## src/rtl/fetch_unit_if.sv

```systemverilog
// Fetch-stage bus: program RAM read port, decode valid/ready handshake and redirect input.
// master = fetch unit side, slave = RAM/decode/branch side.
interface fetch_unit_if;
    logic [31:0] mem_addr;
    logic        mem_re;
    logic [31:0] mem_rdata;
    logic        inst_valid;
    logic        inst_ready;
    logic [31:0] inst_data;
    logic [31:0] inst_pc;
    logic        redirect_valid;
    logic [31:0] redirect_pc;

    modport master (
        output mem_addr, mem_re, inst_valid, inst_data, inst_pc,
        input  mem_rdata, inst_ready, redirect_valid, redirect_pc
    );

    modport slave (
        input  mem_addr, mem_re, inst_valid, inst_data, inst_pc,
        output mem_rdata, inst_ready, redirect_valid, redirect_pc
    );
endinterface

```

## src/rtl/fetch_unit.sv

```systemverilog
// Instruction fetch: PC/issue logic, one in-flight RAM read and a {pc, inst} FIFO feeding decode.
// Macro FETCH_BYPASS_EN forwards a returning word straight to decode while the FIFO is empty.
module fetch_unit #(
    parameter logic [31:0] RESET_PC   = 32'h0000_0000,
    parameter int          FIFO_DEPTH = 2
) (
    input  logic         clk,
    input  logic         reset,
    fetch_unit_if.master bus
);
    localparam int          PW      = $clog2(FIFO_DEPTH);
    localparam int          CW      = $clog2(FIFO_DEPTH + 1);
    localparam logic [31:0] PC_INIT = RESET_PC & ~32'h3;

    logic [31:0]                 pc_q, pc_d, inflight_pc_q, inflight_pc_d, issue_pc;
    logic                        inflight_q, inflight_d;
    logic [FIFO_DEPTH-1:0][31:0] fpc_q, fpc_d, fdata_q, fdata_d;
    logic [PW-1:0]               head_q, head_d, tail_q, tail_d;
    logic [CW-1:0]               count_q, count_d;
    logic                        nonempty, bypass, valid, pop, push, fifo_pop, issue, room;

    function automatic logic [PW-1:0] ptr_inc(input logic [PW-1:0] p);
        return (p == PW'(FIFO_DEPTH - 1)) ? '0 : p + PW'(1);
    endfunction

    always_comb begin
        nonempty = (count_q != '0);
`ifdef FETCH_BYPASS_EN
        bypass   = !nonempty && inflight_q && !bus.redirect_valid;
`else
        bypass   = 1'b0;
`endif
        valid          = nonempty || bypass;
        bus.inst_valid = valid;
        bus.inst_data  = bypass ? bus.mem_rdata : fdata_q[head_q];
        bus.inst_pc    = bypass ? inflight_pc_q : fpc_q[head_q];
        pop            = valid && bus.inst_ready;

        issue_pc     = bus.redirect_valid ? (bus.redirect_pc & ~32'h3) : pc_q;
        bus.mem_addr = {2'b00, issue_pc[31:2]};
        // Counting the in-flight read as occupied guarantees its slot exists when it returns.
        room         = (int'({1'b0, count_q}) + int'(inflight_q)) < FIFO_DEPTH;
        issue        = reset && (bus.redirect_valid || room || pop);
        bus.mem_re   = issue;

        push     = inflight_q && !bus.redirect_valid && !(bypass && pop);
        fifo_pop = pop && nonempty && !bus.redirect_valid;

        pc_d          = issue ? issue_pc + 32'd4 : pc_q;
        inflight_d    = issue;
        inflight_pc_d = issue ? issue_pc : inflight_pc_q;

        fpc_d   = fpc_q;
        fdata_d = fdata_q;
        head_d  = head_q;
        tail_d  = tail_q;
        count_d = count_q;
        if (bus.redirect_valid) begin
            head_d  = '0;
            tail_d  = '0;
            count_d = '0;
        end else begin
            if (push) begin
                fpc_d[tail_q]   = inflight_pc_q;
                fdata_d[tail_q] = bus.mem_rdata;
                tail_d          = ptr_inc(tail_q);
            end
            if (fifo_pop) head_d = ptr_inc(head_q);
            if (push && !fifo_pop)      count_d = count_q + CW'(1);
            else if (fifo_pop && !push) count_d = count_q - CW'(1);
        end
    end

    always_ff @(posedge clk or negedge reset) begin
        if (!reset) begin
            pc_q          <= PC_INIT;
            inflight_q    <= 1'b0;
            inflight_pc_q <= '0;
            fpc_q         <= '0;
            fdata_q       <= '0;
            head_q        <= '0;
            tail_q        <= '0;
            count_q       <= '0;
        end else begin
            pc_q          <= pc_d;
            inflight_q    <= inflight_d;
            inflight_pc_q <= inflight_pc_d;
            fpc_q         <= fpc_d;
            fdata_q       <= fdata_d;
            head_q        <= head_d;
            tail_q        <= tail_d;
            count_q       <= count_d;
        end
    end

`ifndef SYNTHESIS
    always @(posedge clk)
        if (reset && push) assert (count_q != CW'(FIFO_DEPTH));
`endif
endmodule

```

## src/flat_wrapper.sv

```systemverilog
// flat-port wrapper written by rule: the top's interface ports become plain ports
module fetch_unit_flat 
#(
    parameter logic [31:0] RESET_PC   = 32'h0000_0000,
    parameter int          FIFO_DEPTH = 2
)
  (clk, reset, bus_mem_addr, bus_mem_re, bus_inst_valid, bus_inst_data, bus_inst_pc, bus_mem_rdata, bus_inst_ready, bus_redirect_valid, bus_redirect_pc);
  fetch_unit_if bus_i ();
  input  logic clk;
  input  logic reset;
  output wire logic [$bits(bus_i.mem_addr)-1:0] bus_mem_addr;
  output wire logic [$bits(bus_i.mem_re)-1:0] bus_mem_re;
  output wire logic [$bits(bus_i.inst_valid)-1:0] bus_inst_valid;
  output wire logic [$bits(bus_i.inst_data)-1:0] bus_inst_data;
  output wire logic [$bits(bus_i.inst_pc)-1:0] bus_inst_pc;
  input wire logic [$bits(bus_i.mem_rdata)-1:0] bus_mem_rdata;
  input wire logic [$bits(bus_i.inst_ready)-1:0] bus_inst_ready;
  input wire logic [$bits(bus_i.redirect_valid)-1:0] bus_redirect_valid;
  input wire logic [$bits(bus_i.redirect_pc)-1:0] bus_redirect_pc;
  assign bus_mem_addr = bus_i.mem_addr;
  assign bus_mem_re = bus_i.mem_re;
  assign bus_inst_valid = bus_i.inst_valid;
  assign bus_inst_data = bus_i.inst_data;
  assign bus_inst_pc = bus_i.inst_pc;
  assign bus_i.mem_rdata = bus_mem_rdata;
  assign bus_i.inst_ready = bus_inst_ready;
  assign bus_i.redirect_valid = bus_redirect_valid;
  assign bus_i.redirect_pc = bus_redirect_pc;
  fetch_unit #(.RESET_PC(RESET_PC), .FIFO_DEPTH(FIFO_DEPTH)) u_core (.clk(clk), .reset(reset), .bus(bus_i));
endmodule
```

## config.mk

```make
export PLATFORM = sky130hd
export DESIGN_NAME = fetch_unit_flat
export DESIGN_NICKNAME = d
export VERILOG_FILES = /design/src/rtl/fetch_unit_if.sv /design/src/rtl/fetch_unit.sv /design/src/flat_wrapper.sv
export SDC_FILE = /design/constraint.sdc
export NUM_CORES = 1
export LEC_CHECK = 0
export ABC_CLOCK_PERIOD_IN_PS = 6700
export CAP_MARGIN = 15
export CORE_UTILIZATION = 38
export DETAILED_ROUTE_END_ITERATION = 12
export PLACE_DENSITY_LB_ADDON = 0.15
export SYNTH_ARGS = -nofsm -noshare
export SYNTH_HDL_FRONTEND = slang
export SYNTH_SLANG_ARGS = --single-unit
```

## constraint.sdc

```tcl
create_clock -name clk -period 6.7 [get_ports clk]
set_input_delay 1.34 -clock clk [delete_from_list [all_inputs] [get_ports clk]]
set_output_delay 1.34 -clock clk [all_outputs]
set_load 0.01 [all_outputs]
```

==> results.ini <==
[run_status]
outcome=finished, final reports clean

[finish]
register_area_sq_um=4730
finalNetCount=957
fill_cells=2083
drive_above_1_share=0.274
final_util=0.498
n_antenna_cell=0
syn2layout_area_growth_pct=27.0
finalInstanceArea_sq_um=11400
multi_input_area_sq_um=3940

[floorplanning]
die_h_um=155
core_area_sq_um=22800
initial_core_util=0.392
io_pins=166
die_area_sq_um=24200
rows=55
die_x_um=155

[timing]
tightest_slew_ps=1200
layout_min_cycle_time_ps=4910
fmax_ghz=0.204
fin_crit_sh=0.733
setup_viol=0
slew-limit-headroom=0.202
slew_viol_final=0
hold_violations=0
tns_ps=0
rsz0062_at_grt=no
fin_skew_ps=12.7

[route]
via_per_inst=5.06
wl_um=20700
drt-wirelength-per-cell_um=17.1
vias=6146
drtIter0Drc=251
firstDrtPassIters=5
route.detailed.drc=0
drtAntennaViolNets=0

[setup_path]
crit_start=bus_redirect_valid
slowest_delay_ps=840
crit_path_end_kind=primary output
path_cells=buf_2 > buf_4 > mux2i_1 > inv_1 > clkdlybuf4s50_1
reg2reg_slack_ps=4210
cp_num_cells=5
rr_worst_depth=7
timing.rr.start=u_core.pc_q[3]
critical_path_buf_inv_count=4
arrival_ps=3570
cp_top_family=buffers and inverters
worstReg2RegEnd=u_core.pc_q[30]
crit_type=input port to primary output
cp_max_fo=55
cp_slowest_cell=buf_2
crit_required_ps=5360
start_kind=input port
cp-endpoint=bus_mem_addr[8]

[global_route]
grt_pass1_wl_um=33500
grt_antenna_before_repair=2
grt_pass1_vias=6146
grt_remaining_overflow=0
grt_use_total=0.179
grt_max_degree=106

[cts]
htreeDepth=4
cts_root_buf=clkbuf_16
cts.repair.resized=0
numCtsBuffers=17
cts-hold-fix-buffers=0
cts_tree=yes
post_cts_buffers=0
cts.sinks=189
clockBufferDepth=2
clkTransAtPathRegs_ps=70
clkLatencyLatePin_ps=430

[synth]
yosys-top-cells-area=dfrtp_1, mux2_2, nand2_1
synthTopCellsByCount=mux2_2, dfrtp_1, nand2_1
ys_async_sr_fraction=1.00
syn_inst=745
yosys_warnings=0
syn_area_per_cell_sq_um=12.0
synth-seq-cells=189
yosysSeqAreaShare=0.529
post-synth-top-count-cell=mux2_2
ys_dominant_reg_cell=dfrtp_1
syn-cell-area_sq_um=8950
yosysUniqueCellTypes=45
synth_edf_count=0
yosysTopAreaCellShare=0.529
yosysTopAreaCell=dfrtp_1

[place]
place_area_sq_um=10800
io_buffer_count=159
gp_congestion=0.845
dp_hpwl_um=13500

[pwr]
ir_worst_vdd_mv=0.179
p_leak_nw=4.85
power.density_nw_per_um2=316

[hold_path]
min_path_cells=2
hp-class=flip-flop to flip-flop

[run]
cap_viol_max_count=0

how the worst min path moves through the flow:
stage / slack [ps] / to / start
6_report: 480 / u_core.pc_q[31] / u_core.pc_q[31]
3_3_place_gp: 460 / u_core.pc_q[31] / u_core.pc_q[31]
2_1_floorplan: 450 / u_core.pc_q[31] / u_core.pc_q[31]
3_5_place_dp: 470 / u_core.pc_q[26] / u_core.pc_q[26]
5_1_grt: 510 / u_core.fdata_q[63] / u_core.fdata_q[63]
4_1_cts: 480 / u_core.pc_q[26] / u_core.pc_q[26]
cells by family after synthesis:
family | share of synthesized area
AO/OA/AOI/OAI | 0.0523
XOR/XNOR | 0.0215
adder cells (fa/ha/maj) | 0.00140
buffers and inverters | 0.0351
flip-flops | 0.529
multiplexers | 0.269
other | 0.000419
AND/OR/NAND/NOR | 0.0917
layer usage:
layer / global-route usage / vias up / part of all wire
met5: 0 / - / 0.00063
met3: 0.0490 / 14 / 0.061
met2: 0.277 / 158 / 0.45
met1: 0.247 / 3040 / 0.48
li1: - / 2932 / -
met4: 0.0439 / 2 / 0.0081
where the power goes:
part           switching (mW)  total, mW  internal (mW)
sequential              0.164       1.60           1.44
combinational           0.389       1.00          0.614
clock                   0.486      0.990          0.504
per-stage QoR:
stage / std cells / setup slack, ps / total power, mW / hold slack, ps
2_1_floorplan: 748 / 2560 / 2.16 / 445
3_3_place_gp: 1182 / 1770 / 2.62 / 461
3_5_place_dp: 1182 / 1780 / 2.64 / 466
4_1_cts: 1214 / 1780 / 3.65 / 483
5_1_grt: 1214 / 1580 / 3.80 / 506
6_report: 1214 / 1790 / 3.60 / 482
cell type report:
type / count / area share
clock buffers: 19 / 0.0390
clock inverters: 13 / 0.0105
inverters: 22 / 0.00726
multi-input cells: 489 / 0.346
flip-flops and latches: 189 / 0.416
well taps: 313 / 0.0345
repair buffers: 169 / 0.147
worst min-delay path, delay by kind of cell (launching register included):
kind | cells | cell delay (ps)
flops | 1 | 350
simple gates | 2 | 100
sequential cells by signal, summed over array words and instances (netlist names):
register	cells
u_core.fpc_q	60
u_core.head_q	1
u_core.fdata_q	64
u_core.pc_q	30
u_core.count_q	2
u_core.inflight_pc_q	30
u_core.inflight_q	1
u_core.tail_q	1
cells in the final DEF, fill, tap and decap left out, types with 13 or more instances in the layout:
cell type / count
nand2_1: 87
xnor2_1: 19
nand3_1: 24
clkbuf_16: 17
o21ai_0: 45
inv_1: 22
mux2i_1: 20
nand4_1: 13
mux2_2: 196
dfrtp_1: 188
clkdlybuf4s50_1: 157
Power figures use the tool's default switching activity.
